File: config.mk
export PLATFORM = sky130hd
export DESIGN_NAME = mem_block_alloc
export DESIGN_NICKNAME = d
export VERILOG_FILES = /design/src/rtl/mem_alloc_pkg.sv /design/src/rtl/blk_bitmap.sv /design/src/rtl/mem_block_alloc.sv
export SDC_FILE = /design/constraint.sdc
export NUM_CORES = 2
export LEC_CHECK = 0
export CORE_UTILIZATION = 25
export CTS_CLUSTER_DIAMETER = 120
export DETAILED_ROUTE_END_ITERATION = 7
export GPL_TIMING_DRIVEN = 1
export PLACE_DENSITY_LB_ADDON = 0.3
export REMOVE_ABC_BUFFERS = 1
export SETUP_SLACK_MARGIN = 0.1
export SLEW_MARGIN = 20
export SYNTH_ARGS = -nofsm -noshare
export SYNTH_HDL_FRONTEND = slang
export SYNTH_HIERARCHICAL = 1
export SYNTH_SLANG_ARGS = --single-unit
File: constraint.sdc
create_clock -name clk -period 35.8 [get_ports clk]
set_clock_uncertainty 0.1 [all_clocks]
set_input_delay 3.58 -clock clk [delete_from_list [all_inputs] [get_ports clk]]
set_output_delay 3.58 -clock clk [all_outputs]
set_load 0.05 [all_outputs]
File: src/rtl/mem_alloc_pkg.sv
// Shared definitions for the multi-requester block allocator:
// block count derivation, default block-address type and reset constants.
package mem_alloc_pkg;

    localparam int unsigned AWIDTH_DEF = 10;

    typedef logic [AWIDTH_DEF-1:0] blk_addr_t;

    // Number of blocks tracked for a given address width.
    function automatic int unsigned nblk(input int unsigned aw);
        return 32'd1 << aw;
    endfunction

    // After reset every block is free.
    function automatic int unsigned rst_free_cnt(input int unsigned aw);
        return nblk(aw);
    endfunction

    localparam logic RST_FULL        = 1'b0;
    localparam logic RST_ALMOST_FULL = 1'b0;  // holds while AF_THRESH < NBLK
    localparam logic RST_EMPTY       = 1'b1;

endpackage

File: src/rtl/blk_bitmap.sv
// Occupancy bitmap (1 = occupied) with lowest-free finder, set/clear ports
// and optional double-free detection (MEM_ALLOC_DBLFREE_CHK_EN).
module blk_bitmap
    import mem_alloc_pkg::*;
#(
    parameter int unsigned AWIDTH = 10
) (
    input  logic              clk,
    input  logic              rst,
    input  logic              i_set_vld,
    input  logic [AWIDTH-1:0] i_set_addr,
    input  logic              i_clr_vld,
    input  logic [AWIDTH-1:0] i_clr_addr,
    output logic [AWIDTH-1:0] o_free_addr,
    output logic              o_clr_ok,
    output logic              o_rls_err
);

    localparam int unsigned NBLK = nblk(AWIDTH);

    logic [NBLK-1:0]   r_bitmap;
    logic [NBLK-1:0]   w_bitmap_d;
    logic              w_clr_ok;
    logic [AWIDTH-1:0] w_free_addr;

`ifdef MEM_ALLOC_DBLFREE_CHK_EN
    logic w_dbl_free;
    logic r_rls_err;

    // A release of a block that is already free is dropped and flagged.
    assign w_clr_ok   = i_clr_vld & r_bitmap[i_clr_addr];
    assign w_dbl_free = i_clr_vld & ~r_bitmap[i_clr_addr];

    // Double-free pulse, aligned with the edge the release would have used.
    always_ff @(posedge clk or posedge rst) begin
        if (rst) begin
            r_rls_err <= 1'b0;
        end else begin
            r_rls_err <= w_dbl_free;
        end
    end

    assign o_rls_err = r_rls_err;
`else
    assign w_clr_ok  = i_clr_vld;
    assign o_rls_err = 1'b0;
`endif

    // Lowest-index free block; descending scan so the lowest index wins.
    always_comb begin
        w_free_addr = '0;
        for (int i = int'(NBLK) - 1; i >= 0; i--) begin
            if (!r_bitmap[i]) begin
                w_free_addr = AWIDTH'(i);
            end
        end
    end

    // Next bitmap: clear first so a conflicting set on the same bit wins.
    always_comb begin
        w_bitmap_d = r_bitmap;
        if (w_clr_ok) begin
            w_bitmap_d[i_clr_addr] = 1'b0;
        end
        if (i_set_vld) begin
            w_bitmap_d[i_set_addr] = 1'b1;
        end
    end

    // Bitmap register.
    always_ff @(posedge clk or posedge rst) begin
        if (rst) begin
            r_bitmap <= '0;
        end else begin
            r_bitmap <= w_bitmap_d;
        end
    end

    assign o_free_addr = w_free_addr;
    assign o_clr_ok    = w_clr_ok;

endmodule

File: src/rtl/mem_block_alloc.sv
// Multi-requester block allocator: round-robin arbitration over NREQ ports,
// registered grant, free-block counter and occupancy flags.
// Optional double-free detection is enabled by defining MEM_ALLOC_DBLFREE_CHK_EN.
module mem_block_alloc
    import mem_alloc_pkg::*;
#(
    parameter int unsigned AWIDTH    = 10,
    parameter int unsigned NREQ      = 4,
    parameter int unsigned AF_THRESH = 8
) (
    input  logic              clk,
    input  logic              rst,
    input  logic [NREQ-1:0]   ocp_req,
    output logic [NREQ-1:0]   ocp_ack,
    output logic [AWIDTH-1:0] ocp_addr,
    input  logic              rls_vld,
    input  logic [AWIDTH-1:0] rls_addr,
    output logic [AWIDTH:0]   free_cnt,
    output logic              full,
    output logic              almost_full,
    output logic              empty,
    output logic              rls_err
);

    localparam int unsigned RRW    = (NREQ > 1) ? $clog2(NREQ) : 1;
    localparam logic [AWIDTH:0] CNT_RST = (AWIDTH+1)'(rst_free_cnt(AWIDTH));
    localparam logic [AWIDTH:0] CNT_MAX = (AWIDTH+1)'(nblk(AWIDTH));

    logic [NREQ-1:0]   r_ack;
    logic [AWIDTH-1:0] r_addr;
    logic [AWIDTH:0]   r_cnt;
    logic [RRW-1:0]    r_rr;

    logic [NREQ-1:0]   w_elig;
    logic              w_hi_vld;
    logic [RRW-1:0]    w_hi_idx;
    logic              w_lo_vld;
    logic [RRW-1:0]    w_lo_idx;
    logic              w_gnt;
    logic [RRW-1:0]    w_gnt_idx;
    logic [RRW-1:0]    w_rr_d;
    logic [NREQ-1:0]   w_ack_d;
    logic [AWIDTH:0]   w_cnt_d;
    logic [AWIDTH-1:0] w_free_addr;
    logic              w_clr_ok;
    logic              w_full;

    blk_bitmap #(
        .AWIDTH (AWIDTH)
    ) u_bitmap (
        .clk         (clk),
        .rst         (rst),
        .i_set_vld   (w_gnt),
        .i_set_addr  (w_free_addr),
        .i_clr_vld   (rls_vld),
        .i_clr_addr  (rls_addr),
        .o_free_addr (w_free_addr),
        .o_clr_ok    (w_clr_ok),
        .o_rls_err   (rls_err)
    );

    // A port being acked this cycle is masked so its held req is not re-served.
    assign w_elig = ocp_req & ~r_ack;
    assign w_full = (r_cnt == '0);

    // Round-robin pick: lowest eligible index at or above rr, else lowest overall.
    always_comb begin
        w_hi_vld = 1'b0;
        w_hi_idx = '0;
        w_lo_vld = 1'b0;
        w_lo_idx = '0;
        for (int i = int'(NREQ) - 1; i >= 0; i--) begin
            if (w_elig[i] && (i >= int'(r_rr))) begin
                w_hi_vld = 1'b1;
                w_hi_idx = RRW'(i);
            end
            if (w_elig[i]) begin
                w_lo_vld = 1'b1;
                w_lo_idx = RRW'(i);
            end
        end
        w_gnt     = (w_hi_vld | w_lo_vld) & ~w_full;
        w_gnt_idx = w_hi_vld ? w_hi_idx : w_lo_idx;
    end

    // Grant decode, pointer advance and free-count update.
    always_comb begin
        w_ack_d = '0;
        w_rr_d  = r_rr;
        if (w_gnt) begin
            w_ack_d[w_gnt_idx] = 1'b1;
            w_rr_d = (w_gnt_idx == RRW'(NREQ - 1)) ? '0 : w_gnt_idx + RRW'(1);
        end
        w_cnt_d = r_cnt;
        unique case ({w_clr_ok, w_gnt})
            2'b10:   w_cnt_d = r_cnt + 1'b1;
            2'b01:   w_cnt_d = r_cnt - 1'b1;
            default: w_cnt_d = r_cnt;
        endcase
    end

    // Grant outputs, round-robin pointer and free counter.
    always_ff @(posedge clk or posedge rst) begin
        if (rst) begin
            r_ack  <= '0;
            r_addr <= '0;
            r_cnt  <= CNT_RST;
            r_rr   <= '0;
        end else begin
            r_ack  <= w_ack_d;
            r_addr <= w_gnt ? w_free_addr : '0;
            r_cnt  <= w_cnt_d;
            r_rr   <= w_rr_d;
        end
    end

    assign ocp_ack     = r_ack;
    assign ocp_addr    = r_addr;
    assign free_cnt    = r_cnt;
    assign full        = w_full;
    assign almost_full = (32'(r_cnt) <= AF_THRESH);
    assign empty       = (r_cnt == CNT_MAX);

endmodule

==> flow_metrics.py <==
metrics = {
    "synthesis": {
        "synth_area_leaders": "dfrtp_1 48%, o21ai_0 21%, nand4_1 4.4%",
        "synth_fa_ha_area_frac": 0.00162,
        "synth_seq_cells": 1051,
        "synthMuxAreaShare": 0.000761,
        "synth_top_area_frac": 0.485,
        "ys.flop_type": "dfrtp_1",
        "synthXorXnorAreaFrac": 0.00129,
        "seq_area_frac_synth": 0.485,
        "synth.avg_cell_area_um2": 8.39,
        "synth-edff-count": 0,
        "synth_top_family_by_area": "compound AO/OA/AOI/OAI gates",
        "synth_warnings": 6,
        "synth-compound-area-share": 0.289,
        "synthSimpleGateAreaFrac": 0.180,
        "synthCells": 6467,
        "synthesis.area_um2": 54200,
        "synth-async-reset-ratio": 1.00,
        "yosysTopAreaCell": "dfrtp_1",
        "synth.distinct_cells": 88,
    },
    "global_routing": {
        "grt_pass1_wl_mm": 444,
        "grt_max_degree": 184,
        "overflow": 0,
        "grt_usage": 0.290,
        "grt_pass1_vias": 53400,
        "antenna_found_initial": 84,
    },
    "worst_setup_path": {
        "cp_data_required_time_ps": 36330,
        "worst-setup-path-type": "reg2reg",
        "cp_top_family": "compound AO/OA/AOI/OAI gates",
        "cp_max_fo": 13,
        "path_common_cell": "buf_4",
        "crit_arrival_ps": 8650,
        "slowest_delay_ps": 910,
        "crit_chain": "nand2_1 -> nor4_1 -> o311ai_0 -> a311oi_1 -> o2111ai_1 -> a41oi_1 -> o211ai_1 -> o211ai_1 -> a31oi_1 -> o21ai_1 -> buf_4 -> nor3b_2 -> buf_4 -> nand3_2 -> buf_4 -> o21ai_0",
        "critical_path.slowest_cell": "nor4_1",
        "crit_buf_inv": 3,
        "end_kind": "flop",
        "critPathLaunchType": "flop",
    },
    "pwr": {
        "ir_drop_uv": 107,
        "combPwrFrac": 0.308,
        "p_int_mw": 2.13,
        "p_seq_frac": 0.337,
        "switching_share": 0.427,
        "p_sw_mw": 1.59,
        "pwr-share-clk": 0.356,
        "p_per_area_nw_per_um2": 59.2,
        "p_leak_nw": 22.5,
    },
    "cts": {
        "cts_buffer_depth": 3,
        "path_clk_slew_ps": 70,
        "postCtsSetupBuffers": 0,
        "cts.repair.resized": 0,
        "hold_buffers": 0,
        "htree_levels": 3,
        "clock_latency_ps": 810,
        "clk_root_buffer_cell": "clkbuf_16",
        "cts_buffers": 117,
        "clock_sinks": 1051,
        "cts_tree": "done",
    },
    "placed_design": {
        "io_buffers": 44,
        "place_area_um2": 58300,
        "pre_cts_ws_ps": 27420,
        "gp_congestion": 1.03,
        "hpwl_mm": 210,
    },
    "detailed_routing": {
        "vias": 60700,
        "wire_per_inst_um": 34.7,
        "postRouteAntennaNets": 2,
        "dr.pass1.iters": 8,
        "routed_wl_mm": 328,
        "drc": 1,
        "drtIter0Drc": 11700,
        "avgViaCountPerCell": 6.43,
    },
    "die": {
        "die_h_um": 468,
        "die_area_um2": 219000,
        "rows": 170,
        "die_x_um": 468,
        "fp.coreArea_um2": 215000,
        "io_pins": 46,
        "initial_core_util": 0.252,
    },
    "timing": {
        "timing.fmax_mhz": 123,
        "period_minus_slack_ps": 8130,
        "layout_setup_ws_ps": 27670,
        "hold_slack_ps": 435,
        "relSlewSlack": 0.0991,
        "rsz0062_at_grt": "false",
        "fin_setup_tns_ps": 0,
        "hold_viol": 0,
        "finalMaxSlewViolations": 0,
        "setup_viol_count_final": 0,
        "worstMarginPinSlew_ps": 1350,
        "min_period_over_period": 0.227,
    },
    "final_layout": {
        "design_area_um2": 62800,
        "utilization": 0.292,
        "final_nets": 6416,
        "layout-drive-gt1-share": 0.0754,
        "areaGrowthSynthToFinish_pct": 15.7,
        "fill_cells": 22800,
    },
    "hold_path": {
        "min_path_type": "reg2reg",
    },
    "status": {
        "failed_checks": "antenna violations, design-rule violations",
        "outcome": "finished with violations",
    },
    "run": {
        "drv_cap": 0,
    },
}
cells in the final DEF (no fill, tap or decap), types with 13 or more instances in the layout:
cell type	n
a21boi_0	35
dfrtp_1	1050
o21a_1	14
and4_1	17
diode_2	119
or2_2	23
nor2b_1	34
a211o_1	15
clkbuf_1	16
clkdlybuf4s50_1	43
o21ai_0	2282
nand3_4	17
a21oi_1	168
nand4_1	381
o2111ai_1	37
or4_1	21
a21o_1	20
nand2_1	541
a31oi_1	101
nor2_1	209
and2_1	15
nor3_1	78
a2111oi_0	23
nand3_2	28
o211ai_1	30
and3_1	19
buf_4	119
clkbuf_8	19
inv_1	226
clkbuf_16	117
clkinv_2	26
nand2_2	31
a211oi_1	27
a41oi_1	13
or3_1	22
nand3_1	273
o31ai_1	16
nand2b_1	43
nor4_1	75
bufinv_16	16
registers in the layout, summed over array words and instances (netlist names):
register,cells
r_rr,2
ocp_ack,4
ocp_addr,10
free_cnt,11
u_bitmap/r_bitmap,1024
power by group through the flow:
stage                     clock network, mW  logic, mW  registers, mW
after global routing                   1.37       1.10           1.25
after global placement                    0       1.04           1.27
final                                  1.32       1.14           1.25
after CTS                              1.33       1.06           1.25
after detailed placement                  0       1.06           1.27
after floorplan                           0      0.292           1.30
kinds of logic after synthesis:
| kind of cell | Yosys count |
|---|---|
| compound gates | 2890 |
| simple gates | 1917 |
| flops | 1051 |
| buf+inv | 590 |
| xor+xnor | 8 |
| fa+ha+maj | 7 |
| mux | 3 |
| other cells | 1 |
worst paths after layout:
kind	slack, ps	depth (start not counted)	to	startpoint
setup / recovery	27670	16	u_bitmap/r_bitmap[232]$_DFF_PP0_	u_bitmap/r_bitmap[933]$_DFF_PP0_
hold / removal	430	2	u_bitmap/r_bitmap[366]$_DFF_PP0_	u_bitmap/r_bitmap[366]$_DFF_PP0_
setup reg to reg	27670	16	u_bitmap/r_bitmap[232]$_DFF_PP0_	u_bitmap/r_bitmap[933]$_DFF_PP0_
hold reg to reg	430	2	u_bitmap/r_bitmap[366]$_DFF_PP0_	u_bitmap/r_bitmap[366]$_DFF_PP0_
max in group asynchronous	28270	6	u_bitmap/r_bitmap[881]$_DFF_PP0_	rst
min in group asynchronous	3090	2	ocp_addr[1]$_DFF_PP0_	rst
metal layers:
metal  track usage  vias up  part of all wire
met3        0.0972     1146              0.14
li1              -    24000                 -
met2         0.404     5370              0.41
met1         0.378    30100              0.38
met4         0.190        6             0.071
met5             0        -          0.000095
stage by stage:
step,power (mW),cells
finish,3.72,9443
global route,3.73,9335
CTS,3.63,9323
detailed placement,2.33,9110
global placement,2.31,9109
floorplan,1.59,6105
Yosys cell counts, drive strengths merged, types with 15 or more instances:
cell type / count
a2111oi: 26
a211o: 15
a211oi: 27
a21boi: 35
a21o: 20
a21oi: 168
a31oi: 102
and2: 34
and3: 19
and4: 17
buf: 21
clkbuf: 341
dfrtp: 1050
inv: 228
nand2: 580
nand2b: 44
nand3: 318
nand4: 381
nor2: 211
nor2b: 39
nor3: 85
nor4: 77
o2111ai: 37
o211ai: 30
o21ai: 2289
o31ai: 16
or2: 24
or3: 25
or4: 22
cell type report:
class	instances	area [um^2]	share of cell area
clock inverters	61	822	0.0131
clock buffers	152	3250	0.0518
inverters	228	863	0.0138
well taps	2838	3550	0.0566
diodes	119	298	0.00475
repair buffers	168	1430	0.0227
flip-flops and latches	1051	26300	0.419
multi-input cells	4826	26200	0.418
worst reg2reg max path, cell delays in order, from the launching register on:
cell and delay (ps):
dfrtp_1 450, nand2_1 100, nor4_1 910, o311ai_0 450, a311oi_1 910, o2111ai_1 270, a41oi_1 820, o211ai_1 430
o211ai_1 450, a31oi_1 410, o21ai_1 230, buf_4 240, nor3b_2 380, buf_4 260, nand3_2 710, buf_4 600
o21ai_0 220
(Power assumes the default switching activity.)
